$ cat config.mk
export PLATFORM = sky130hd
export DESIGN_NAME = corefifo_wr_ptr_gen
export DESIGN_NICKNAME = d
export VERILOG_FILES = /design/src/rtl/corefifo_pkg.sv /design/src/rtl/corefifo_gray2bin.sv /design/src/rtl/corefifo_wr_ptr_gen.sv
export SDC_FILE = /design/constraint.sdc
export NUM_CORES = 1
export LEC_CHECK = 0
export ABC_AREA = 1
export CORE_MARGIN = 4
export CORE_UTILIZATION = 44
export DETAILED_ROUTE_END_ITERATION = 8
export PLACE_DENSITY = 0.76
export SLEW_MARGIN = 20
export SYNTH_ARGS = -nofsm -noshare
export SYNTH_HDL_FRONTEND = slang
export SYNTH_HIERARCHICAL = 1
export SYNTH_SLANG_ARGS = --single-unit
$ cat constraint.sdc
create_clock -name wclock -period 2.6 [get_ports wclock]
set_input_delay 0.52 -clock wclock [delete_from_list [all_inputs] [get_ports wclock]]
set_output_delay 0.52 -clock wclock [all_outputs]
set_load 0.02 [all_outputs]
$ cat src/rtl/corefifo_pkg.sv
// Shared helpers for the dual-clock FIFO pointer generators.
// Latency: pure functions and constants, no state.
// Backpressure: not applicable.
package corefifo_pkg;

    localparam int ADDRWIDTH_DEF = 3;
    localparam int PTRW          = ADDRWIDTH_DEF + 1;
    localparam int DEPTH         = 2 ** ADDRWIDTH_DEF;

    // Width-agnostic: callers zero-extend to 32 bits and truncate the result.
    function automatic logic [31:0] bin2gray(input logic [31:0] v);
        return v ^ (v >> 1);
    endfunction

    // MSB-first prefix XOR; leading zeros from extension do not disturb the result.
    function automatic logic [31:0] gray2bin(input logic [31:0] v);
        logic [31:0] b;
        b[31] = v[31];
        for (int i = 30; i >= 0; i--) begin
            b[i] = b[i + 1] ^ v[i];
        end
        return b;
    endfunction

endpackage

$ cat src/rtl/corefifo_gray2bin.sv
// Combinational Gray-to-binary decode of an ADDRWIDTH+1 bit FIFO pointer.
// Latency: zero cycles, pure combinational.
// Backpressure: none; output follows input.
module corefifo_gray2bin #(
    parameter int ADDRWIDTH = 3
) (
    input  logic [ADDRWIDTH:0] gray,
    output logic [ADDRWIDTH:0] bin
);

    // Decode from the MSB down; a local variable keeps the ripple out of the port net.
    always_comb begin
        logic [ADDRWIDTH:0] b;
        b            = '0;
        b[ADDRWIDTH] = gray[ADDRWIDTH];
        for (int i = ADDRWIDTH - 1; i >= 0; i--) begin
            b[i] = b[i + 1] ^ gray[i];
        end
        bin = b;
    end

endmodule

$ cat src/rtl/corefifo_wr_ptr_gen.sv
// Write-side pointer, Gray pointer and occupancy/flag generator (write clock domain).
// Latency: waddr/wen_mem same cycle as we; wptr_gray/wcount/full/afull one edge later.
// Backpressure: writes are refused while full (pessimistic); a refused write pulses overflow.
module corefifo_wr_ptr_gen
    import corefifo_pkg::*;
#(
    parameter int ADDRWIDTH = 3,
    parameter int AFULL_VAL = 6
) (
    input  logic                 wclock,
    input  logic                 wreset,
    input  logic                 we,
    input  logic [ADDRWIDTH:0]   rptr_gray_sync,
    output logic [ADDRWIDTH-1:0] waddr,
    output logic                 wen_mem,
    output logic [ADDRWIDTH:0]   wptr_gray,
    output logic [ADDRWIDTH:0]   wcount,
    output logic                 full,
    output logic                 afull,
    output logic                 overflow
);

    localparam int             PW        = ADDRWIDTH + 1;
    localparam logic [PW-1:0]  FULL_CNT  = PW'(1) << ADDRWIDTH;
    localparam logic [PW-1:0]  AFULL_LVL = PW'(AFULL_VAL);

    logic [PW-1:0] wbin;
    logic [PW-1:0] wbin_nxt;
    logic [PW-1:0] rbin;
    logic [PW-1:0] cnt_nxt;
    logic          acc;

    // Read pointer arrives already synchronized; only the decode happens here.
    corefifo_gray2bin #(
        .ADDRWIDTH (ADDRWIDTH)
    ) u_rptr_dec (
        .gray (rptr_gray_sync),
        .bin  (rbin)
    );

    assign acc      = we & ~full;
    assign wen_mem  = acc;
    assign waddr    = wbin[ADDRWIDTH-1:0];
    assign wbin_nxt = wbin + {{(PW-1){1'b0}}, acc};
    // Using the next write pointer means an accept and a read advance in the same cycle cancel.
    assign cnt_nxt  = wbin_nxt - rbin;

    // Pointer, Gray copy and flags all move together on the write clock.
    always_ff @(posedge wclock) begin
        if (wreset) begin
            wbin      <= '0;
            wptr_gray <= '0;
            wcount    <= '0;
            full      <= 1'b0;
            afull     <= 1'b0;
            overflow  <= 1'b0;
        end else begin
            wbin      <= wbin_nxt;
            wptr_gray <= wbin_nxt ^ (wbin_nxt >> 1);
            wcount    <= cnt_nxt;
            full      <= (cnt_nxt == FULL_CNT);
            afull     <= (cnt_nxt >= AFULL_LVL);
            overflow  <= we & full;
        end
    end

endmodule

==> results of run 1 <==
==> worst paths after layout <==
path	to	slack [ns]	cells after the start
max	full$_SDFF_PP0_	0.17	14
min	overflow$_SDFF_PP0_	0.48	2
max reg2reg	full$_SDFF_PP0_	0.57	12
min reg2reg	overflow$_SDFF_PP0_	0.48	2
==> registers in the layout, summed over array words and instances, names as in the netlist <==
register and cells:
afull 1, full 1, overflow 1, wbin 3, wcount 4, wptr_gray 4
==> kinds of logic (layout without fill, tap and decap cells) <==
family	Yosys count	count (layout)
and+or+nand+nor	42	42
buffers and inverters	19	47
DFF	14	14
adders and majority gates	6	6
AOI/OAI and AO/OA	6	6
xor gates and xnor gates	2	2
==> synth_stat cells <==
master | n | area, um2
dfxtp_1 | 14 | 280
fa_1 | 1 | 20.0
buf_2 | 1 | 5.00
nand4_1 | 2 | 12.5
o21ai_0 | 1 | 5.00
nand3_2 | 6 | 60.1
a21oi_1 | 3 | 15.0
buf_4 | 1 | 7.51
ha_1 | 5 | 62.6
xnor2_1 | 2 | 17.5
nand2_1 | 14 | 52.6
a21o_1 | 1 | 7.51
nand2_2 | 1 | 6.26
nor2_1 | 11 | 41.3
a2bb2oi_1 | 1 | 8.76
nand3_1 | 6 | 30.0
inv_1 | 17 | 63.8
nor2_2 | 2 | 12.5
==> final cells by class <==
| class | instances | area [um2] |
|---|---|---|
| Fill cell | 136 | 499 |
| Multi-Input combinational cell | 56 | 359 |
| Sequential cell | 14 | 280 |
| Timing Repair Buffer | 26 | 248 |
| Inverter | 17 | 63.8 |
| Clock buffer | 4 | 36.3 |
| Tap cell | 16 | 20.0 |
==> layer usage <==
metal / vias up / wire, um / GRT usage, %
li1: 336 / - / -
met1: 289 / 638 / 16.1
met2: 17 / 707 / 22.7
met3: 3 / 93 / 3.32
met4: 0 / 29 / 8.06
met5: - / 0 / 0
==> cell usage in the layout, fill, tap and decap left out, drive strengths merged <==
| cell | n |
|---|---|
| clkdlybuf4s50 | 21 |
| inv | 17 |
| nand2 | 15 |
| dfxtp | 14 |
| nor2 | 13 |
| nand3 | 12 |
| buf | 5 |
| ha | 5 |
| clkbuf | 4 |
| a21oi | 3 |
| xnor2 | 2 |
| nand4 | 2 |
| a2bb2oi | 1 |
| o21ai | 1 |
| a21o | 1 |
| fa | 1 |
==> power breakdown <==
part	total, mW	internal (mW)	leakage, nW	switching (mW)
logic	0.251	0.119	0.372	0.131
clock network	0.155	0.0853	0.0210	0.0693
registers	0.257	0.245	0.115	0.0119
==> worst max-delay path: stages <==
cell,delay [ns]
clkdlybuf4s50_1,0.48
inv_1,0.06
nor2_2,0.12
ha_2,0.20
ha_1,0.15
xnor2_1,0.14
inv_1,0.09
ha_1,0.32
a21o_1,0.17
nor2_2,0.10
inv_1,0.05
nand2_1,0.07
nand3_2,0.09
nor2_2,0.08
==> through the flow <==
| stage | area [um2] | util, % | instances |
|---|---|---|---|
| detailed placement | 963 | 64.0 | 129 |
| CTS | 1000 | 66.4 | 133 |
| finish | 1010 | 66.9 | 133 |
| floorplan | 708 | - | 89 |
| global placement | 963 | 64.0 | 129 |
| global route | 1010 | 66.9 | 133 |
==> flow_metrics.tcl, run 1 <==
set metrics [dict create \
    h-tree-depth 1 \
    core_um2 1510 \
    synth_xor_area_share_pct 2.47 \
    die_w_um 48.1 \
    synth-simple-area-share_pct 30.4 \
    place_hpwl_um 1210 \
    routed_wl_um 1470 \
    fin_setup_tns_ns 0 \
    endpoint_kind "flip-flop" \
    numCtsBuffers 3 \
    initial_core_util_pct 47.0 \
    slew_violations 0 \
    root_buffer "clkbuf_4" \
    pre_cts_ws_ns -0.179 \
    syn2layout_area_growth_pct 42.2 \
    die_h_um 48.1 \
    fmax_mhz 412 \
    hp-start "full$_SDFF_PP0_" \
    post_cts_buffers 0 \
    whs_ns 0.476 \
    dieArea_um2 2320 \
    period_minus_slack_ns 2.43 \
    vias 645 \
    rsz0062_at_grt "false" \
    relSlewSlack_pct 76.0 \
    arrival_ns 2.66 \
    dr.pass1.iters 4 \
    gp_congestion 0.717 \
    cap_violations 0 \
    syn_nets 102 \
    ir_drop_mv 0.375 \
    routedWlPerCell_um 11.0 \
    critPathLaunch "we" \
    synth_compound_area_share_pct 5.12 \
    status "finished clean" \
    p_per_area_nw_per_um2 658 \
    drt_iter0_markers 6 \
    cts_buffer_depth 2 \
    leakagePower_nw 0.508 \
    cp.required_ns 2.83 \
    synth_seq_cells 14 \
    r2r-start "full$_SDFF_PP0_" \
    synth_cell_types 18 \
    ant_nets 0 \
    syn_inst 89 \
    hp-class "reg -> reg" \
    grt_pass1_wl_um 2120 \
    clock_latency_ns 0.28 \
    fin_ws_ns 0.173 \
    finalHoldViolCount 0 \
    synth_fa_ha_area_share_pct 11.7 \
    mappedNetlistArea_um2 708 \
    setup_violations 0 \
    hold_buffers 0 \
    path_clk_slew_ns 0.08 \
    vias_per_cell 4.85 \
    cp_max_fo 3 \
    drc 0 \
    synth_warnings 6 \
    grt_pass1_vias 523 \
    antenna_cells 0 \
    timing_worst_setup_path_type "in -> reg" \
    worst_pin_slew_ns 0.359 \
    synth_top_family_by_area "simple AND/OR/NAND/NOR gates" \
    drive_above_1_share_pct 17.9 \
    cts_resized 0 \
    nets 131 \
    antenna_found_initial 0 \
    synth_mux_area_share_pct 0 \
    grt_overflow 0 \
    boundaryPins 22 \
    synth_area_per_cell_um2 7.96 \
    power.total_uw 663 \
    grt_max_degree 10 \
    grt_usage_pct 13.8 \
    io_buffers 21 \
    seq_area_frac_synth_pct 39.6 \
    cp-start-kind "input pin" \
    rows 14 \
    tritoncts "done" \
    clock-skew-final_ns 0.00383 \
    clock_sinks 14 \
    period_share_pct 93.3 \
]
Power figures use the tool's default switching activity.
==> run 2: changes to the inputs <==
--- a/config.mk
+++ b/config.mk
@@ -9,6 +9,8 @@
 export CORE_MARGIN = 4
 export CORE_UTILIZATION = 44
 export DETAILED_ROUTE_END_ITERATION = 8
+export GPL_ROUTABILITY_DRIVEN = 1
+export GPL_TIMING_DRIVEN = 0
 export PLACE_DENSITY = 0.76
 export SLEW_MARGIN = 20
 export SYNTH_ARGS = -nofsm -noshare
==> run 2 against run 1 <==
Cell area fell by 3.6%. Clock power fell by 23%. Maximum frequency fell by 2.8%. Worst hold slack got worse by 0.023 ns. Largest power group unchanged.
==> flow_metrics.tcl, run 2 (synthesized netlist as in run 1, its figures left out) <==
set metrics [dict create \
    status "finished clean" \
    leakagePower_nw 0.487 \
    fmax_mhz 401 \
    root_buffer "clkbuf_4" \
    numCtsBuffers 3 \
    place_hpwl_um 1130 \
    nets 128 \
    clock_latency_ns 0.27 \
    arrival_ns 2.71 \
    drc 0 \
    endpoint_kind "flip-flop" \
    grt_pass1_vias 532 \
    routedWlPerCell_um 11.3 \
    tritoncts "done" \
    setup_violations 0 \
    ir_drop_mv 0.288 \
    die_h_um 48.1 \
    drt_iter0_markers 6 \
    relSlewSlack_pct 84.1 \
    r2r_slack_ns 0.54 \
    intPower_uw 411 \
    grt_pass1_wl_um 2090 \
    power_switching_uw 207 \
    layout_commonest_cell "clkdlybuf4s50_1" \
    rows 14 \
    fin_setup_tns_ns 0 \
    routed_wl_um 1450 \
    timing_worst_setup_path_type "in -> reg" \
    switching_share_pct 33.5 \
    combPwrFrac_pct 39.1 \
    cp_max_fo 3 \
    hold_depth 2 \
    cp-start-kind "input pin" \
    h-tree-depth 1 \
    fin_ws_ns 0.104 \
    p_seq_share_pct 41.5 \
    boundaryPins 22 \
    dr.pass1.iters 4 \
    drive_above_1_share_pct 15.9 \
    final_util_pct 64.5 \
    power_frac_clock_pct 19.4 \
    grt_usage_pct 13.4 \
    antenna_cells 0 \
    r2r-start "full$_SDFF_PP0_" \
    io_buffers 20 \
    dieArea_um2 2320 \
    cap_violations 0 \
    period_share_pct 96.0 \
    mostFrequentLayoutCells "clkdlybuf4s50_1, inv_1, nand2_1, dfxtp_1, nor2_1" \
    core_um2 1510 \
    cts_buffer_depth 2 \
    cp.required_ns 2.82 \
    grt_overflow 0 \
    p_per_area_nw_per_um2 637 \
    slew_violations 0 \
    path_clk_slew_ns 0.08 \
    cp-endpoint "full$_SDFF_PP0_" \
    die_w_um 48.1 \
    syn2layout_area_growth_pct 37.1 \
    whs_ns 0.453 \
    worst-r2r-cell-count 12 \
    period_minus_slack_ns 2.50 \
    vias 620 \
    reg_top3 "wcount: 4 flops, wptr_gray: 4 flops, wbin: 3 flops" \
    antenna_found_initial 0 \
    pre_cts_ws_ns -0.317 \
    finalHoldViolCount 0 \
    worst_pin_slew_ns 0.238 \
    grt_max_degree 10 \
    hp-class "reg -> reg" \
    clock_sinks 14 \
    vias_per_cell 4.81 \
    timing.rr.end "full$_SDFF_PP0_" \
    initial_core_util_pct 47.0 \
    clock-skew-final_ns 0.00418 \
    gp_congestion 0.752 \
    ant_nets 0 \
    critPathLaunch "we" \
]
## run 2: cell count changes in the layout (fill, tap and decap cells not counted), sizes merged
cell / before / now
clkdlybuf4s50: 21 / 20
buf: 5 / 3
clkbuf: 4 / 3
## run 2: worst min path at each step
stage,from,end
final,full$_SDFF_PP0_,overflow$_SDFF_PP0_
after global routing,full$_SDFF_PP0_,overflow$_SDFF_PP0_
after CTS,full$_SDFF_PP0_,overflow$_SDFF_PP0_
after detailed placement,full$_SDFF_PP0_,overflow$_SDFF_PP0_
after global placement,full$_SDFF_PP0_,overflow$_SDFF_PP0_
after floorplan,full$_SDFF_PP0_,overflow$_SDFF_PP0_
## run 2: layout make-up
type                            instances  area (um2)
Timing Repair Buffer                   21         208
Tap cell                               16        20.0
Inverter                               17        63.8
Sequential cell                        14         280
Multi-Input combinational cell         56         364
Fill cell                             130         536
Clock buffer                            3        22.5
Buffer                                  2        12.5
## run 2: per-stage QoR
step                      area, um2  instances  power, mW
after floorplan                 708         89      0.407
after global placement          928        125      0.493
after detailed placement        928        125      0.500
after CTS                       961        129      0.619
after global routing            971        129      0.657
final                           971        129      0.618
## run 2: metal layers
| layer | routed length [um] | global-route usage (%) | vias to the layer above |
|---|---|---|---|
| met3 | 71 | 2.21 | 2 |
| met5 | 0 | 0 | - |
| met1 | 612 | 14.4 | 275 |
| met2 | 746 | 23.5 | 18 |
| met4 | 21 | 9.68 | 0 |
| li1 | - | - | 325 |
## run 2: worst max-delay path, cell delays in order
cell	delay [ns]
clkdlybuf4s50_1	0.48
inv_1	0.04
nor2_1	0.13
ha_2	0.21
ha_1	0.18
xnor2_2	0.14
inv_1	0.09
ha_1	0.32
a21o_1	0.18
nor2_2	0.11
inv_1	0.05
nand2_1	0.07
nand3_2	0.09
nor2_2	0.09
## run 2: power groups by stage
stage | combinational [mW] | sequential, mW | clock, mW
3_3_place_gp | 0.233 | 0.260 | 0
2_1_floorplan | 0.106 | 0.301 | 0
3_5_place_dp | 0.238 | 0.262 | 0
6_report | 0.242 | 0.257 | 0.120
5_1_grt | 0.269 | 0.260 | 0.129
4_1_cts | 0.242 | 0.257 | 0.121
## run 2: repair_timing
action,CTS,global route
resized for setup,1,2
pin swaps,1,0
buffers inserted,1,0
hold buffers,0,0
endpoints found under the setup margin,3,3
